===== config.mk =====
export PLATFORM = sky130hd
export DESIGN_NAME = ifetch_unit_flat
export DESIGN_NICKNAME = d
export VERILOG_FILES = /design/src/rtl/ifetch_unit_if.sv /design/src/rtl/ifetch_unit.sv /design/src/flat_wrapper.sv
export SDC_FILE = /design/constraint.sdc
export NUM_CORES = 1
export LEC_CHECK = 0
export CAP_MARGIN = 0
export CORE_ASPECT_RATIO = 0.5
export CORE_UTILIZATION = 43
export CTS_CLUSTER_DIAMETER = 150
export DETAILED_ROUTE_END_ITERATION = 7
export PLACE_DENSITY = 0.73
export SKIP_CTS_REPAIR_TIMING = 1
export SLEW_MARGIN = 30
export SYNTH_ARGS = -nofsm -noshare
export SYNTH_HDL_FRONTEND = slang
export SYNTH_SLANG_ARGS = --single-unit

===== constraint.sdc =====
create_clock -name clock -period 4.3 [get_ports clock]
set_input_delay 0.86 -clock clock [delete_from_list [all_inputs] [get_ports clock]]
set_output_delay 0.86 -clock clock [all_outputs]
set_load 0.1 [all_outputs]

===== src/rtl/ifetch_unit_if.sv =====
// Signal bundle for ifetch_unit: instruction-memory request/response, redirect input and decode-side FIFO head.
// master is the fetch unit, slave is the memory/pipeline environment around it.
interface ifetch_unit_if #(
  parameter int WIDTH = 32
);
  logic             imem_req_valid;
  logic             imem_req_ready;
  logic [WIDTH-1:0] imem_req_addr;
  logic             imem_rsp_valid;
  logic [WIDTH-1:0] imem_rsp_data;
  logic             redirect_valid;
  logic [WIDTH-1:0] redirect_pc;
  logic             inst_valid;
  logic             inst_ready;
  logic [WIDTH-1:0] inst_data;
  logic [WIDTH-1:0] inst_pc;
  logic             fetch_fault;

  modport master (
    output imem_req_valid, imem_req_addr, inst_valid, inst_data, inst_pc, fetch_fault,
    input  imem_req_ready, imem_rsp_valid, imem_rsp_data, redirect_valid, redirect_pc, inst_ready
  );

  modport slave (
    input  imem_req_valid, imem_req_addr, inst_valid, inst_data, inst_pc, fetch_fault,
    output imem_req_ready, imem_rsp_valid, imem_rsp_data, redirect_valid, redirect_pc, inst_ready
  );
endinterface


===== src/rtl/ifetch_unit.sv =====
// Instruction fetch front end: owns the fetch PC, keeps one word read in flight and queues {pc, instruction} for decode.
// Optional IFETCH_ALIGN_CHECK_EN: misaligned redirects raise fetch_fault and park the unit in HALT.
module ifetch_unit #(
  parameter int               WIDTH    = 32,
  parameter int               DEPTH    = 4,
  parameter logic [WIDTH-1:0] RESET_PC = 32'h8002_0000
) (
  input logic           clock,
  input logic           reset,
  ifetch_unit_if.master bus
);
  localparam int PTR_W = $clog2(DEPTH);
  localparam int CNT_W = PTR_W + 1;
  localparam logic [WIDTH-1:0] ALIGN_MASK = {{(WIDTH-2){1'b1}}, 2'b00};

  typedef enum logic [1:0] {
    ST_FETCH = 2'd0,
    ST_WAIT  = 2'd1,
    ST_DROP  = 2'd2,
    ST_HALT  = 2'd3
  } state_t;

  state_t           state_q, state_d;
  logic [WIDTH-1:0] pc_q, pc_d;
  logic [WIDTH-1:0] req_pc_q, req_pc_d;
  logic             fault_q, fault_d;
  logic             halt_pend_q, halt_pend_d;

  logic [CNT_W-1:0] cnt_q;
  logic [PTR_W-1:0] rd_ptr_q, wr_ptr_q;
  logic [WIDTH-1:0] fifo_pc_q   [DEPTH];
  logic [WIDTH-1:0] fifo_data_q [DEPTH];

  logic             req_valid_s, req_hs_s, inst_valid_s;
  logic             push_s, pop_s, flush_s, outstanding_s;
  logic [WIDTH-1:0] redir_pc_s;

  // Request valid is a function of state and occupancy only, never of redirect.
  assign req_valid_s   = !reset && (state_q == ST_FETCH) && (cnt_q < CNT_W'(DEPTH));
  assign req_hs_s      = req_valid_s && bus.imem_req_ready;
  assign inst_valid_s  = (cnt_q != {CNT_W{1'b0}});
  assign pop_s         = inst_valid_s && bus.inst_ready;
  assign redir_pc_s    = bus.redirect_pc & ALIGN_MASK;
  assign outstanding_s = (((state_q == ST_WAIT) || (state_q == ST_DROP)) && !bus.imem_rsp_valid) || req_hs_s;

`ifdef IFETCH_ALIGN_CHECK_EN
  logic misalign_s;
  assign misalign_s = |bus.redirect_pc[1:0];
`endif

  // Next-state, PC advance and FIFO push/flush decisions
  always_comb begin
    state_d     = state_q;
    pc_d        = pc_q;
    req_pc_d    = req_pc_q;
    fault_d     = fault_q;
    halt_pend_d = halt_pend_q;
    push_s      = 1'b0;
    flush_s     = 1'b0;
    if (bus.redirect_valid) begin
      flush_s = 1'b1;
      pc_d    = redir_pc_s;
`ifdef IFETCH_ALIGN_CHECK_EN
      fault_d     = misalign_s;
      halt_pend_d = misalign_s;
      if (outstanding_s) begin
        state_d = ST_DROP;
      end else if (misalign_s) begin
        state_d = ST_HALT;
      end else begin
        state_d = ST_FETCH;
      end
`else
      if (outstanding_s) begin
        state_d = ST_DROP;
      end else begin
        state_d = ST_FETCH;
      end
`endif
    end else begin
      case (state_q)
        ST_FETCH: begin
          if (req_hs_s) begin
            pc_d     = pc_q + WIDTH'(3'd4);
            req_pc_d = pc_q;
            state_d  = ST_WAIT;
          end else begin
            state_d = ST_FETCH;
          end
        end
        ST_WAIT: begin
          if (bus.imem_rsp_valid) begin
            push_s  = 1'b1;
            state_d = ST_FETCH;
          end else begin
            state_d = ST_WAIT;
          end
        end
        ST_DROP: begin
          if (bus.imem_rsp_valid) begin
            state_d     = halt_pend_q ? ST_HALT : ST_FETCH;
            halt_pend_d = 1'b0;
          end else begin
            state_d = ST_DROP;
          end
        end
        ST_HALT: state_d = ST_HALT;
        default: state_d = ST_FETCH;
      endcase
    end
  end

  // Control registers
  always_ff @(posedge clock) begin
    if (reset) begin
      state_q     <= ST_FETCH;
      pc_q        <= RESET_PC;
      req_pc_q    <= '0;
      fault_q     <= 1'b0;
      halt_pend_q <= 1'b0;
    end else begin
      state_q     <= state_d;
      pc_q        <= pc_d;
      req_pc_q    <= req_pc_d;
      fault_q     <= fault_d;
      halt_pend_q <= halt_pend_d;
    end
  end

  // FIFO pointers and occupancy; a redirect empties it even if a pop coincides
  always_ff @(posedge clock) begin
    if (reset || flush_s) begin
      cnt_q    <= '0;
      rd_ptr_q <= '0;
      wr_ptr_q <= '0;
    end else begin
      cnt_q <= cnt_q + CNT_W'(push_s) - CNT_W'(pop_s);
      if (push_s) begin
        wr_ptr_q <= wr_ptr_q + PTR_W'(1'b1);
      end
      if (pop_s) begin
        rd_ptr_q <= rd_ptr_q + PTR_W'(1'b1);
      end
    end
  end

  // FIFO storage
  always_ff @(posedge clock) begin
    if (push_s) begin
      fifo_pc_q[wr_ptr_q]   <= req_pc_q;
      fifo_data_q[wr_ptr_q] <= bus.imem_rsp_data;
    end
  end

  assign bus.imem_req_valid = req_valid_s;
  assign bus.imem_req_addr  = pc_q;
  assign bus.inst_valid     = inst_valid_s;
  assign bus.inst_data      = inst_valid_s ? fifo_data_q[rd_ptr_q] : '0;
  assign bus.inst_pc        = inst_valid_s ? fifo_pc_q[rd_ptr_q] : '0;
  assign bus.fetch_fault    = fault_q;
endmodule


===== src/flat_wrapper.sv =====
// flat-port wrapper written by rule: the top's interface ports become plain ports
module ifetch_unit_flat 
#(
  parameter int               WIDTH    = 32,
  parameter int               DEPTH    = 4,
  parameter logic [WIDTH-1:0] RESET_PC = 32'h8002_0000
)
  (clock, reset, bus_imem_req_valid, bus_imem_req_addr, bus_inst_valid, bus_inst_data, bus_inst_pc, bus_fetch_fault, bus_imem_req_ready, bus_imem_rsp_valid, bus_imem_rsp_data, bus_redirect_valid, bus_redirect_pc, bus_inst_ready);
  ifetch_unit_if #(.WIDTH(WIDTH)) bus_i ();
  input logic clock;
  input logic reset;
  output wire logic [$bits(bus_i.imem_req_valid)-1:0] bus_imem_req_valid;
  output wire logic [$bits(bus_i.imem_req_addr)-1:0] bus_imem_req_addr;
  output wire logic [$bits(bus_i.inst_valid)-1:0] bus_inst_valid;
  output wire logic [$bits(bus_i.inst_data)-1:0] bus_inst_data;
  output wire logic [$bits(bus_i.inst_pc)-1:0] bus_inst_pc;
  output wire logic [$bits(bus_i.fetch_fault)-1:0] bus_fetch_fault;
  input wire logic [$bits(bus_i.imem_req_ready)-1:0] bus_imem_req_ready;
  input wire logic [$bits(bus_i.imem_rsp_valid)-1:0] bus_imem_rsp_valid;
  input wire logic [$bits(bus_i.imem_rsp_data)-1:0] bus_imem_rsp_data;
  input wire logic [$bits(bus_i.redirect_valid)-1:0] bus_redirect_valid;
  input wire logic [$bits(bus_i.redirect_pc)-1:0] bus_redirect_pc;
  input wire logic [$bits(bus_i.inst_ready)-1:0] bus_inst_ready;
  assign bus_imem_req_valid = bus_i.imem_req_valid;
  assign bus_imem_req_addr = bus_i.imem_req_addr;
  assign bus_inst_valid = bus_i.inst_valid;
  assign bus_inst_data = bus_i.inst_data;
  assign bus_inst_pc = bus_i.inst_pc;
  assign bus_fetch_fault = bus_i.fetch_fault;
  assign bus_i.imem_req_ready = bus_imem_req_ready;
  assign bus_i.imem_rsp_valid = bus_imem_rsp_valid;
  assign bus_i.imem_rsp_data = bus_imem_rsp_data;
  assign bus_i.redirect_valid = bus_redirect_valid;
  assign bus_i.redirect_pc = bus_redirect_pc;
  assign bus_i.inst_ready = bus_inst_ready;
  ifetch_unit #(.WIDTH(WIDTH), .DEPTH(DEPTH), .RESET_PC(RESET_PC)) u_core (.clock(clock), .reset(reset), .bus(bus_i));
endmodule

# --- Word-level counts from Yosys, hierarchy flattened ---
# Memories as Yosys holds them, arrays and structs flattened. A register that Yosys moved wholly into a read port is not among the register bits.
# Cells that the tools add are included.
word_totals:
  reg_bits: 73
  ramBits: 256
  wordCells: 58
  mem_count: 2
mem_list:
  columns: ["name", "depth", "word_bits", "rd", "rd_clocked_by_memory_dff", "write_ports", "line_no", "rtl"]
  rows:
  - ["u_core.fifo_data_q", 4, 32, 1, 1, 1, "ifetch_unit.sv:32", "logic [WIDTH-1:0] fifo_data_q [DEPTH];"]
  - ["u_core.fifo_pc_q", 4, 32, 1, 1, 1, "ifetch_unit.sv:31", "logic [WIDTH-1:0] fifo_pc_q [DEPTH];"]
op_classes:
  n_addsub: 5
  magnitude_cmp: 1
  n_eq_ne: 3
  muxes: 21
  bitwise: 1
  n_reduce_logical: 18
ops:
  columns: ["cell", "count"]
  rows:
  - ["2-to-1 mux 32 bit", 5]
  - ["adder 32 x 3 -> 32 bit, second input constant", 1]
  - ["2-to-1 mux 2 bit", 7]
  - ["2-to-1 mux 1 bit", 8]
  - ["case mux 2 bit (4 select lines)", 1]
  - ["logical AND 1 bit", 5]
  - ["adder 2 x 1 -> 2 bit, second input constant", 2]
  - ["== test 2 bit, second input constant", 2]
  - ["AND reduction 2 bit", 2]
  - ["nonzero test 2 bit", 2]
  - ["adder 3 x 1 -> 3 bit", 1]
  - ["logical OR 1 bit", 3]
  - ["< comparator 3 bit, second input constant", 1]
  - ["AND reduction 3 bit", 1]
  - ["nonzero test 3 bit", 1]
  - ["subtractor 3 x 1 -> 3 bit", 1]
  - ["== test 2 x 1 -> 1 bit, second input constant", 1]
  - ["zero test 1 bit", 2]
  - ["zero test 2 bit", 1]
  - ["OR reduction 2 bit", 1]
  - ["inverter 1 bit", 1]

# --- Logic depth before layout (Yosys ltp) ---
logic_depth:
  ltp_word: 7
  ltp_mapped: 9
  ltp_nobuf: 8

# --- Least setup slack after synthesis ---
# OpenSTA, ideal clock, no wires.
synth_timing:
  path_type: "in2out"
  from: "in reset"
  to: "out bus_imem_req_valid"
  t_arrival_ns: 3.579
  required_ns: 3.440
  setup_slack_ns: -0.139
  path_stages: 4
  cell_sequence: "buf_6 clkbuf_1 clkbuf_1 nor3b_1"
synth_via:
  elab_chain_cells: 3
synth_rtl:
  columns: ["item", "line_no", "rtl"]
  rows:
  - ["start, declared", "flat_wrapper.sv:11", "input logic reset;"]
  - ["zero test 1 bit", "ifetch_unit.sv:39", "assign req_valid_s = !reset && (state_q == ST_FETCH) && (cnt_q < CNT_W'(DEPTH));"]
  - ["logical AND 1 bit (2 in series)", "ifetch_unit.sv:39", null]
  - ["end, declared", "flat_wrapper.sv:12", "output wire logic [$bits(bus_i.imem_req_valid)-1:0] bus_imem_req_valid;"]
# Every way passes these cells.

==> flow_summary.toml <==
[layout]
nets = 1078
fillers = 2334
drive_gt1_frac = 0.197
num_antenna_cells = 0
fin_cells = 1409
syn2layout_area_growth_pct = 21.8

[synthesis]
synthCells = 841
ys_seq_area_frac = 0.686
synth-edff-count = 248
yosysWarningCount = 0
synth_cell_types = 56
synth_ff_type = "edfxtp_1"
syn-cell-area_um2 = 12900
async_flop_share = 0
syn_avg_cell_area_um2 = 15.4
ys_seq_elements = 319

[drt]
drtIter0Drc = 631
via_count = 7613
wire_per_inst_um = 19.6
routed_via_density = 5.40
wl_um = 27600
detail-route-antenna-nets = 0
route.detailed.drc = 6
first_pass_iters = 7

[run_status]
violations = "design-rule violations"
run_status = "finished with violations"

[sta]
hold_viol_final = 0
timing.final.crit_share = 0.825
clock_skew_ns = 0.0236
setup-tns-final_ns = 0
min_period_ns = 3.55
report.final.slew_viol_count = 0
rsz0062_at_grt = "no"
max_freq_mhz = 282
max_slew.worst_pin.slew_ns = 1.03
relSlewSlack = 0.311
setup_violations = 0

[critical_path]
cp-end-kind = "output port"
cp_max_fo = 29
r2r_cells = 8
start_kind = "flop"
rrSetupSlack_ns = 1.63
cp-endpoint = "bus_inst_pc[25]"
rr_endpoint = "u_core.cnt_q[2]$_SDFF_PP0_"
worstPathCellList = "buf_4 > mux4_2 > and2_1 > buf_4"
path_delay_family = "flip-flops"
required_ns = 3.44
cpPeakStageDelay_ns = 0.73
worstPathArrival_ns = 2.69
path_buf_inv = 2
r2r-start = "u_core.cnt_q[2]$_SDFF_PP0_"
crit_cells = 4
crit_type = "reg2out"
cpMaxStageDelayCell = "dfxtp_4"
path_common_cell = "buf_4"

[pwr]
pwr_density_cell_nw_per_um2 = 414
vdd_drop_max_uv = 278
finalPower_mw = 6.52
p_leak_nw = 5.15

[die]
ioPinCount = 169
start_util = 0.441
fp.dieArea_um2 = 30800
core_area_um2 = 29300
std_cell_rows = 44
die_h_um = 125
die_w_um = 247

[placement]
hpwlAfterDp_um = 17700
port_buffers = 161
placedCellCount = 1355
gp_congestion = 0.816

[grt]
grtUsageTotal = 0.182
grt_pass1_wl_um = 43400
antenna_found_initial = 0
grt_max_degree = 66
grt_remaining_overflow = 0
grt_pass1_vias = 7923

[cts]
cts.sinks = 319
htreeDepth = 1
clock_latency_ns = 0.57
cts_tree = "yes"
numCtsBuffers = 29
cts_root_buf = "clkbuf_16"
clk_pin_slew_ns = 0.06
ctsLongestPathBuffers = 3

[job]
timing.max_cap.violations = 0

[hold_path]
worstHoldPathType = "reg2reg"
hold_depth = 2
flip-flops by register name, summed over array words and instances (netlist names), named ones only:
| register | flops |
|---|---|
| u_core.rd_ptr_q | 2 |
| u_core.state_q | 2 |
| u_core.fifo_data_q | 128 |
| u_core.fifo_pc_q | 120 |
| u_core.wr_ptr_q | 2 |
| u_core.cnt_q | 3 |
| u_core.req_pc_q | 30 |
| u_core.bus.imem_req_addr | 30 |
cells in the mapped netlist (8+ instances only):
library cell | instances | area (um2)
edfxtp_1 | 248 | 7450
clkbuf_1 | 40 | 150
o211ai_1 | 8 | 60.1
nor3_1 | 9 | 45.0
ha_1 | 12 | 150
buf_2 | 9 | 45.0
nor2_1 | 28 | 105
inv_1 | 20 | 75.1
dfxtp_1 | 71 | 1420
mux4_2 | 62 | 1400
a211oi_1 | 13 | 97.6
a21oi_1 | 37 | 185
nand3_1 | 10 | 50.1
xnor2_1 | 8 | 70.1
and2_1 | 73 | 457
nand2_1 | 80 | 300
or3_1 | 8 | 50.1
nand4_1 | 11 | 68.8
worst min-delay path by stage:
stage | start | to | slack (ns)
floorplan | u_core.req_pc_q[10]$_SDFFE_PP0P_ | u_core.fifo_pc_q[0][10]$_DFFE_PP_ | 0.46
global placement | u_core.req_pc_q[8]$_SDFFE_PP0P_ | u_core.fifo_pc_q[2][8]$_DFFE_PP_ | 0.47
detailed placement | u_core.req_pc_q[8]$_SDFFE_PP0P_ | u_core.fifo_pc_q[2][8]$_DFFE_PP_ | 0.49
CTS | u_core.req_pc_q[8]$_SDFFE_PP0P_ | u_core.req_pc_q[8]$_SDFFE_PP0P_ | 0.50
global route | u_core.req_pc_q[8]$_SDFFE_PP0P_ | u_core.fifo_pc_q[2][8]$_DFFE_PP_ | 0.52
finish | u_core.req_pc_q[27]$_SDFFE_PP0P_ | u_core.req_pc_q[27]$_SDFFE_PP0P_ | 0.50
kinds of logic (layout without fill, tap and decap cells):
logic type,after synthesis,in the layout,synth area share
muxes,62,62,0.108
AOI/OAI and AO/OA,99,99,0.0518
buffers and inverters,79,252,0.0258
and+or+nand+nor,254,254,0.105
other,1,5,0.000290
DFF,319,319,0.686
xor gates and xnor gates,14,14,0.00949
adders and majority gates,13,13,0.0132
layout by cell type, fill, tap and decap left out, types with 4 or more instances in the layout:
cell type / synthesis / routed
nand3_1: 10 / 10
a211oi_1: 13 / 13
o21ai_0: 7 / 7
buf_4: 5 / 78
nand2_1: 80 / 79
nand4_1: 11 / 11
clkinv_1: 1 / 5
conb_1: 1 / 5
ha_1: 12 / 12
clkbuf_16: 0 / 29
nor4_1: 6 / 6
or4_1: 7 / 7
nor3_1: 9 / 9
inv_1: 20 / 23
mux4_2: 62 / 62
and4_1: 6 / 6
edfxtp_1: 248 / 248
dfxtp_1: 71 / 69
a21oi_1: 37 / 37
xor2_1: 6 / 6
clkbuf_8: 0 / 4
nor2_1: 28 / 27
clkbuf_1: 40 / 6
and2_1: 73 / 69
a311oi_1: 7 / 7
xnor2_1: 8 / 8
clkdlybuf4s50_1: 0 / 94
or3_1: 8 / 7
o211ai_1: 8 / 8
per-layer routing:
metal  wire [um]  share of wire  track usage
met2       13400           0.49        0.300
met1       12100           0.44        0.243
met4         729          0.026       0.0574
met5           0              0            0
met3        1370          0.050       0.0343
final cells by class:
cell class | count | area [um2] | area share
Timing Repair Buffer | 177 | 1580 | 0.100
Clock buffer | 39 | 803 | 0.0510
Sequential cell | 319 | 8870 | 0.564
Inverter | 21 | 78.8 | 0.00501
Multi-Input combinational cell | 447 | 3770 | 0.239
Tap cell | 391 | 489 | 0.0311
Clock inverter | 15 | 144 | 0.00914
worst register-to-register path: cells and delay by family, from the launching register on:
kind / cells / cell delay [ns]
buf+inv: 1 / 0.04
simple gates: 3 / 1.06
flops: 1 / 0.40
fa+ha+maj: 3 / 0.86
xor+xnor: 1 / 0.20
metrics by stage:
stage	util	instance area [um2]	worst slack (ns)	hold slack, ns
floorplan	-	12900	0.858	0.460
global placement	0.505	14800	1.02	0.473
detailed placement	0.505	14800	0.976	0.487
CTS	0.537	15700	0.656	0.499
global route	0.537	15700	0.562	0.519
finish	0.537	15700	0.752	0.499
report_power, final:
part	total (mW)	internal [mW]	switching (mW)
logic	0.569	0.165	0.404
registers	3.41	3.35	0.0630
clock network	2.54	1.44	1.11
No activity file was read; power rests on OpenSTA's default activity.
